<file path="config.mk">
export PLATFORM = sky130hd
export DESIGN_NAME = fetch_sequencer
export DESIGN_NICKNAME = d
export VERILOG_FILES = /design/src/rtl/fetch_sequencer.sv
export SDC_FILE = /design/constraint.sdc
export NUM_CORES = 1
export LEC_CHECK = 0
export CORE_ASPECT_RATIO = 0.9
export CORE_MARGIN = 2
export CORE_UTILIZATION = 45
export DETAILED_ROUTE_END_ITERATION = 6
export HOLD_SLACK_MARGIN = 0.06
export PLACE_DENSITY = 0.79
export SLEW_MARGIN = 10
export SYNTH_ARGS = -nofsm -noshare
export SYNTH_HDL_FRONTEND = slang
export SYNTH_SLANG_ARGS = --single-unit
</file>
<file path="constraint.sdc">
create_clock -name clk -period 6.3 [get_ports clk]
set_clock_uncertainty 0.15 [all_clocks]
set_input_delay 1.26 -clock clk [delete_from_list [all_inputs] [get_ports clk]]
set_output_delay 1.26 -clock clk [all_outputs]
set_load 0.1 [all_outputs]
</file>
<file path="src/rtl/fetch_sequencer.sv">
// Fetch sequencer: owns the PC, loads IF/ID, and handles stalls, redirects and fetch faults.
// Optional build macro FETCH_STALL_CNT_EN adds a saturating stall-cycle counter.
module fetch_sequencer #(
  parameter logic [63:0] RESET_PC  = 64'h0,
  parameter logic [31:0] NOP_INSTR = 32'h0000_0013,
  parameter int          CNT_W     = 32
) (
  input  logic             clk,
  input  logic             rst_n,
  input  logic             stall_i,
  input  logic             redirect_valid_i,
  input  logic [63:0]      redirect_pc_i,
  input  logic [31:0]      imem_instr_i,
  input  logic             imem_inv_addr_i,
  output logic [63:0]      pc_o,
  output logic [63:0]      if_id_pc_o,
  output logic [31:0]      if_id_instr_o,
  output logic             if_id_valid_o,
  output logic             fault_o,
  output logic [63:0]      fault_pc_o,
  output logic [CNT_W-1:0] fetch_count_o,
  output logic [CNT_W-1:0] stall_count_o
);

  typedef enum logic [1:0] {BOOT, RUN, HALT} state_t;

  localparam logic [CNT_W-1:0] CNT_ONE = CNT_W'(1);
  localparam logic [CNT_W-1:0] CNT_MAX = {CNT_W{1'b1}};

  state_t           state_q, state_d;
  logic [63:0]      pc_d, if_id_pc_d, fault_pc_d;
  logic [31:0]      if_id_instr_d;
  logic             if_id_valid_d, fault_d;
  logic [CNT_W-1:0] fetch_count_d;
  logic             stall_cycle;

  // NOTE: every next-state value gets a hold default before the case, so no path can infer a latch.
  always_comb begin
    state_d       = state_q;
    pc_d          = pc_o;
    if_id_pc_d    = if_id_pc_o;
    if_id_instr_d = if_id_instr_o;
    if_id_valid_d = if_id_valid_o;
    fault_d       = fault_o;
    fault_pc_d    = fault_pc_o;
    fetch_count_d = fetch_count_o;
    stall_cycle   = 1'b0;

    case (state_q)
      BOOT: state_d = RUN;
      RUN: begin
        if (redirect_valid_i) begin
          pc_d          = redirect_pc_i;
          if_id_pc_d    = 64'h0;
          if_id_instr_d = NOP_INSTR;
          if_id_valid_d = 1'b0;
        end else if (stall_i) begin
          stall_cycle = 1'b1;
        end else if (imem_inv_addr_i) begin
          state_d       = HALT;
          fault_d       = 1'b1;
          fault_pc_d    = pc_o;
          if_id_pc_d    = 64'h0;
          if_id_instr_d = NOP_INSTR;
          if_id_valid_d = 1'b0;
        end else begin
          if_id_pc_d    = pc_o;
          if_id_instr_d = imem_instr_i;
          if_id_valid_d = 1'b1;
          pc_d          = pc_o + 64'd4;
          if (fetch_count_o != CNT_MAX) fetch_count_d = fetch_count_o + CNT_ONE;
        end
      end
      HALT: begin
        // Only a redirect leaves HALT; fault_pc_o is kept for post-mortem.
        if (redirect_valid_i) begin
          pc_d    = redirect_pc_i;
          fault_d = 1'b0;
          state_d = RUN;
        end
      end
      default: state_d = BOOT;
    endcase
  end

  // NOTE: sequential state uses non-blocking assignments so all registers update from pre-edge values.
  always_ff @(posedge clk or negedge rst_n) begin
    if (!rst_n) begin
      state_q       <= BOOT;
      pc_o          <= RESET_PC;
      if_id_pc_o    <= 64'h0;
      if_id_instr_o <= NOP_INSTR;
      if_id_valid_o <= 1'b0;
      fault_o       <= 1'b0;
      fault_pc_o    <= 64'h0;
      fetch_count_o <= '0;
    end else begin
      state_q       <= state_d;
      pc_o          <= pc_d;
      if_id_pc_o    <= if_id_pc_d;
      if_id_instr_o <= if_id_instr_d;
      if_id_valid_o <= if_id_valid_d;
      fault_o       <= fault_d;
      fault_pc_o    <= fault_pc_d;
      fetch_count_o <= fetch_count_d;
    end
  end

`ifdef FETCH_STALL_CNT_EN
  always_ff @(posedge clk or negedge rst_n) begin
    if (!rst_n) begin
      stall_count_o <= '0;
    end else if (stall_cycle && stall_count_o != CNT_MAX) begin
      stall_count_o <= stall_count_o + CNT_ONE;
    end
  end
`else
  logic unused_stall_cycle;
  assign unused_stall_cycle = stall_cycle;
  assign stall_count_o      = '0;
`endif

endmodule
</file>
==> flow_metrics.py, run 1 <==
metrics = {
    "status": {
        "status": "complete, no violations",
    },
    "cells_and_area": {
        "final_common_cell": "clkdlybuf4s50_1",
        "layout-drive-gt1-share_pct": 10.6,
        "area_delta_synth_final_pct": 40.1,
        "nets": 1500,
        "final_cell_mix": "clkdlybuf4s50_1, dfrtp_1, a22o_1",
    },
    "floorplan": {
        "die_y_um": 158,
        "core_area_mm2": 0.0259,
        "ios": 391,
        "die-area_mm2": 0.0276,
        "initial_core_util_pct": 45.6,
        "die_w_um": 175,
        "core.rowCount": 56,
    },
    "worst_setup_path": {
        "required_ns": 6.61,
        "cp_num_buf_inv": 1,
        "critPathMaxFanout": 18,
        "crit_family": "simple AND/OR/NAND/NOR gates",
        "slowest_stage": "or4b_1",
        "critPathArrivalTime_ns": 4.47,
        "path_cells": "clkdlybuf4s50_1 > or4b_1 > nor4_1 > o2111ai_1 > nor2_1 > xor2_1",
        "startpoint_type": "input pin",
        "critPathCaptureType": "flop",
        "critPathKind": "in2reg",
        "cpPeakStageDelay_ns": 1.00,
    },
    "logic_synthesis": {
        "ys_types": 64,
        "synth_top_family_by_area": "compound AO/OA/AOI/OAI gates",
        "ys.flop_type": "dfrtp_1",
        "synth-seq-area-share_pct": 55.1,
        "async_flop_share_pct": 100,
        "yosys_register_bits": 260,
        "synth-simple-area-share_pct": 14.7,
        "syn_inst": 1063,
        "synth_edf_count": 0,
        "yosys.area_share.adder_pct": 0.529,
        "synthMuxAreaShare_pct": 6.38,
        "synth-compound-area-share_pct": 16.2,
        "synth-xor-area-share_pct": 2.22,
        "synth_area_mm2": 0.0118,
        "synth-warning-count": 0,
        "avgSynthCellArea_um2": 11.1,
    },
    "placement": {
        "port_buffers": 358,
        "preCtsSetupSlack_ns": 1.58,
        "gp_congestion": 0.901,
        "hpwlAfterDp_um": 26300,
    },
    "clocking": {
        "htree_levels": 1,
        "tritoncts": "yes",
        "cts_made_buffers": 28,
        "post_cts_buffers": 0,
        "hold_buffers": 0,
        "clkSlewWorstSetupHoldPaths_ns": 0.06,
        "clockBufferDepth": 3,
        "cts_resized": 0,
        "insertion_delay_ns": 0.54,
        "cts-root-buf": "clkbuf_16",
        "clock_sinks": 260,
    },
    "global_routing": {
        "grt_remaining_overflow": 0,
        "grt_max_degree": 132,
        "grt_pass1_wl_um": 57900,
        "grt_pass1_vias": 10100,
        "antenna_found_initial": 2,
        "gr-usage-all-layers_pct": 26.5,
    },
    "routing": {
        "num_vias": 10400,
        "antenna_left": 0,
        "drcViolationCount": 0,
        "wl_um": 37900,
        "avgViaCountPerCell": 5.87,
        "drtPass1Iterations": 5,
        "routedWlPerCell_um": 21.4,
        "drtIter0Drc": 919,
    },
    "timing": {
        "final-hold-violation-count": 0,
        "fin_crit_sh_pct": 65.9,
        "setup_viol": 0,
        "worst_pin_slew_ns": 1.23,
        "max_freq_ghz": 0.241,
        "rsz0062_at_grt": "no",
        "layout_setup_ws_ns": 2.15,
        "drv_slew": 0,
        "finalCriticalPeriod_ns": 4.15,
        "maxSlewHeadroom_pct": 17.1,
        "finalSetupTns_ns": 0,
    },
    "flow_run": {
        "maxCapViolCount": 0,
    },
    "worst_hold_path": {
        "min_path_type": "reg2reg",
    },
}
==> stage by stage <==
stage	hold slack, ns	std cells	utilization, %	cell area (um2)
floorplan	0.349	1094	-	11900
global placement	0.310	1712	60.1	15600
detailed placement	0.327	1712	60.1	15600
CTS	0.341	1764	63.9	16600
global route	0.360	1766	63.9	16600
finish	0.328	1766	63.9	16600
==> cells by family after synthesis <==
family,count (synthesis)
adders and majority gates,5
AOI/OAI and AO/OA,262
muxes,67
xor gates and xnor gates,30
other,1
DFF,260
buffers and inverters,117
and+or+nand+nor,321
==> cell type report <==
cell class              count  area (um2)
diodes                      2        5.00
clock buffers              38         810
clock inverters            14         153
fillers                  2035        9360
inverters                  19        71.3
multi-input cells         717        4900
flip-flops and latches    260        6510
well taps                 348         435
repair buffers            368        3680
==> final timing paths <==
| path | start | cells after the start | slack [ns] | endpoint |
|---|---|---|---|---|
| setup / recovery | redirect_valid_i | 6 | 2.15 | fetch_count_o[29]$_DFFE_PN0P_ |
| hold / removal | if_id_pc_o[11]$_DFFE_PN0P_ | 2 | 0.33 | if_id_pc_o[11]$_DFFE_PN0P_ |
| setup reg to reg | state_q[1]$_DFFE_PN0P_ | 7 | 2.85 | fetch_count_o[29]$_DFFE_PN0P_ |
| hold reg to reg | if_id_pc_o[11]$_DFFE_PN0P_ | 2 | 0.33 | if_id_pc_o[11]$_DFFE_PN0P_ |
| max in group asynchronous | rst_n | 2 | 3.99 | if_id_pc_o[11]$_DFFE_PN0P_ |
| min in group asynchronous | rst_n | 1 | 0.66 | fault_pc_o[10]$_DFFE_PN0P_ |
==> worst register-to-register path: cells and delay by family (launching register included) <==
kind	cells	cell delay (ns)
flip-flops	1	0.40
adder cells (fa/ha/maj)	1	0.52
XOR/XNOR	1	0.18
buffers and inverters	1	0.10
AO/OA/AOI/OAI	1	0.35
AND/OR/NAND/NOR	3	1.68
==> Yosys cell counts (all sizes together) (2+ instances only) <==
| cell | number | area (um2) |
|---|---|---|
| a31o | 2 | 17.5 |
| nor3 | 36 | 190 |
| nand3b | 2 | 15.0 |
| o21bai | 2 | 15.0 |
| a21oi | 41 | 205 |
| dfrtp | 257 | 6430 |
| clkbuf | 53 | 199 |
| dfstp | 3 | 78.8 |
| nor2b | 2 | 12.5 |
| and3 | 21 | 131 |
| buf | 45 | 300 |
| or3 | 5 | 31.3 |
| o32ai | 9 | 78.8 |
| nand2b | 10 | 62.6 |
| a311oi | 9 | 78.8 |
| a311o | 3 | 30.0 |
| nand3 | 34 | 170 |
| nand2 | 55 | 206 |
| inv | 18 | 67.6 |
| or4b | 3 | 30.0 |
| and4 | 23 | 201 |
| nor4 | 15 | 109 |
| a22o | 83 | 727 |
| xnor2 | 16 | 140 |
| nand4 | 22 | 138 |
| a31oi | 15 | 93.8 |
| mux2 | 67 | 754 |
| a22oi | 2 | 15.0 |
| o21ai | 31 | 155 |
| or2 | 2 | 12.5 |
| nor3b | 2 | 15.0 |
| o31ai | 7 | 52.6 |
| nor4b | 2 | 23.8 |
| o221a | 2 | 22.5 |
| or4 | 3 | 26.3 |
| xor2 | 14 | 123 |
| ha | 5 | 62.6 |
| o22ai | 10 | 62.6 |
| nor2 | 66 | 250 |
| o22a | 5 | 43.8 |
| a211oi | 32 | 240 |
| and2 | 17 | 106 |
==> per-layer routing <==
metal	track usage, %	routed length [um]	part of all wire, %
met1	35.2	15700	42
met2	42.8	17700	47
met3	6.20	3300	8.7
met4	9.44	1170	3.1
met5	0	0	0
==> state kept, by name, summed over array words and instances, names as in the netlist <==
signal / count
if_id_valid_o: 1
if_id_pc_o: 64
state_q: 2
fault_o: 1
pc_o: 64
fetch_count_o: 32
if_id_instr_o: 32
fault_pc_o: 64
Power of run 1 is not shown: default switching activity piles up to over one toggle a cycle in this logic, so the estimate is an artifact.
==> inputs of run 2 (changes only) <==
--- a/config.mk
+++ b/config.mk
@@ -7,10 +7,10 @@
 export LEC_CHECK = 0
 export CORE_ASPECT_RATIO = 0.9
 export CORE_MARGIN = 2
-export CORE_UTILIZATION = 45
+export CORE_UTILIZATION = 42
 export DETAILED_ROUTE_END_ITERATION = 6
 export HOLD_SLACK_MARGIN = 0.06
-export PLACE_DENSITY = 0.79
+export PLACE_DENSITY = 0.77
 export SLEW_MARGIN = 10
 export SYNTH_ARGS = -nofsm -noshare
 export SYNTH_HDL_FRONTEND = slang
==> constraint.sdc (replaced) <==
create_clock -name clk -period 3.5 [get_ports clk]
set_clock_uncertainty 0.15 [all_clocks]
set_input_delay 0.7 -clock clk [delete_from_list [all_inputs] [get_ports clk]]
set_output_delay 0.7 -clock clk [all_outputs]
set_load 0.1 [all_outputs]
==> flow_metrics.py, run 2 (synthesis results as in run 1) <==
metrics = {
    "routing": {
        "drtIter0Drc": 648,
        "drcViolationCount": 0,
        "wl_um": 38700,
        "num_vias": 10400,
        "drtPass1Iterations": 5,
        "avgViaCountPerCell": 5.73,
        "antenna_left": 0,
        "routedWlPerCell_um": 21.4,
    },
    "cells_and_area": {
        "final_cell_mix": "buf_4, dfrtp_1, clkdlybuf4s50_1",
        "final_util_pct": 58.6,
        "final_common_cell": "buf_4",
        "fillers": 2304,
        "top_regs": "fault_pc_o x64, if_id_pc_o x64, pc_o x64",
        "postLayoutCellArea_mm2": 0.0163,
        "n_antenna_cell": 0,
        "layout-drive-gt1-share_pct": 30.4,
        "area_delta_synth_final_pct": 37.7,
        "nets": 1536,
    },
    "worst_setup_path": {
        "critPathCaptureType": "flop",
        "critPathMaxFanout": 7,
        "critPathArrivalTime_ns": 3.20,
        "startpoint_type": "flop",
        "required_ns": 3.81,
        "critPathKind": "reg2reg",
    },
    "timing": {
        "fin_crit_sh_pct": 82.6,
        "setup_viol": 0,
        "finalCriticalPeriod_ns": 2.89,
        "maxSlewHeadroom_pct": 38.1,
        "max_freq_ghz": 0.346,
        "worst_pin_slew_ns": 0.920,
        "timing.hold.ws_ns": 0.340,
        "rsz0062_at_grt": "no",
        "finalSetupTns_ns": 0,
        "final-hold-violation-count": 0,
        "drv_slew": 0,
    },
    "global_routing": {
        "use_met1_pct": 34.4,
        "antenna_found_initial": 2,
        "grt_pass1_wl_um": 59700,
        "gr-usage-all-layers_pct": 25.3,
        "grt_pass1_vias": 10300,
        "met2_usage_pct": 40.6,
        "grt_remaining_overflow": 0,
        "use_met3_pct": 5.80,
        "grt_max_degree": 105,
        "grt_most_used_layer": "met2",
    },
    "placement": {
        "gp_congestion": 0.926,
        "post_dp_cell_area_mm2": 0.0153,
        "hpwlAfterDp_um": 27600,
        "port_buffers": 358,
    },
    "clocking": {
        "post_cts_buffers": 0,
        "hold_buffers": 1,
        "tritoncts": "yes",
        "insertion_delay_ns": 0.56,
        "htree_levels": 1,
        "cts_made_buffers": 29,
        "clockBufferDepth": 3,
        "clock_sinks": 260,
        "cts_resized": 0,
        "cts-root-buf": "clkbuf_16",
        "clkSlewWorstSetupHoldPaths_ns": 0.06,
    },
    "floorplan": {
        "ios": 391,
        "core_area_mm2": 0.0278,
        "die_y_um": 163,
        "die-area_mm2": 0.0295,
        "core.rowCount": 58,
        "die_w_um": 181,
        "initial_core_util_pct": 42.5,
    },
    "flow_run": {
        "maxCapViolCount": 0,
    },
    "worst_hold_path": {
        "min_path_type": "reg2reg",
    },
    "status": {
        "status": "complete, no violations",
    },
}
==> run 2: cell count changes in the layout (fill, tap and decap cells not counted), moves of 2 or more <==
cell             change
buf_4              +289
clkdlybuf4s50_1    -258
buf_12               +3
clkinv_2             -3
bufinv_16            +2
clkinv_4             +2
clkinvlp_4           -2
diode_2              -2
==> run 2: cell type report <==
class	count	area, um2	share of cell area, %
clock inverter	14	209	1.28
clock buffer	38	810	4.97
sequential	260	6510	40.0
timing repair buffer	403	3330	20.5
inverter	19	71.3	0.438
tap	360	450	2.77
multi-input combinational	717	4900	30.1
==> run 2: worst paths after layout <==
check                                           start                       endpoint  slack (ns)  cells after the start
max                            state_q[1]$_DFFE_PN0P_  fetch_count_o[29]$_DFFE_PN0P_        0.61                      7
min                        if_id_pc_o[62]$_DFFE_PN0P_     if_id_pc_o[62]$_DFFE_PN0P_        0.34                      2
max reg2reg                    state_q[1]$_DFFE_PN0P_  fetch_count_o[29]$_DFFE_PN0P_        0.61                      7
min reg2reg                if_id_pc_o[62]$_DFFE_PN0P_     if_id_pc_o[62]$_DFFE_PN0P_        0.34                      2
max in group asynchronous                       rst_n     if_id_pc_o[24]$_DFFE_PN0P_        1.84                      3
min in group asynchronous                       rst_n      if_id_pc_o[2]$_DFFE_PN0P_        0.46                      2
==> run 2: per-stage QoR <==
| stage | std cells | worst slack [ns] |
|---|---|---|
| global placement | 1758 | 0.245 |
| detailed placement | 1758 | 0.157 |
| finish | 1811 | 0.608 |
| floorplan | 1094 | 0.385 |
| global route | 1811 | 0.431 |
| CTS | 1811 | 0.656 |
==> run 2: worst max-delay path, cell delays in order, from the launching register on <==
cell and delay [ns]:
dfrtp_1 0.40, inv_1 0.09, ha_1 0.21, or4b_1 0.61, nor4_1 0.60, o2111ai_1 0.37, nor2_1 0.20, xor2_1 0.17
==> run 2: routing by layer <==
layer,vias up,routed length (um)
met5,-,12
met4,2,1100
met3,76,3270
met2,479,18200
met1,5168,16200
li1,4657,-
Power of run 2 is left out for the same reason.
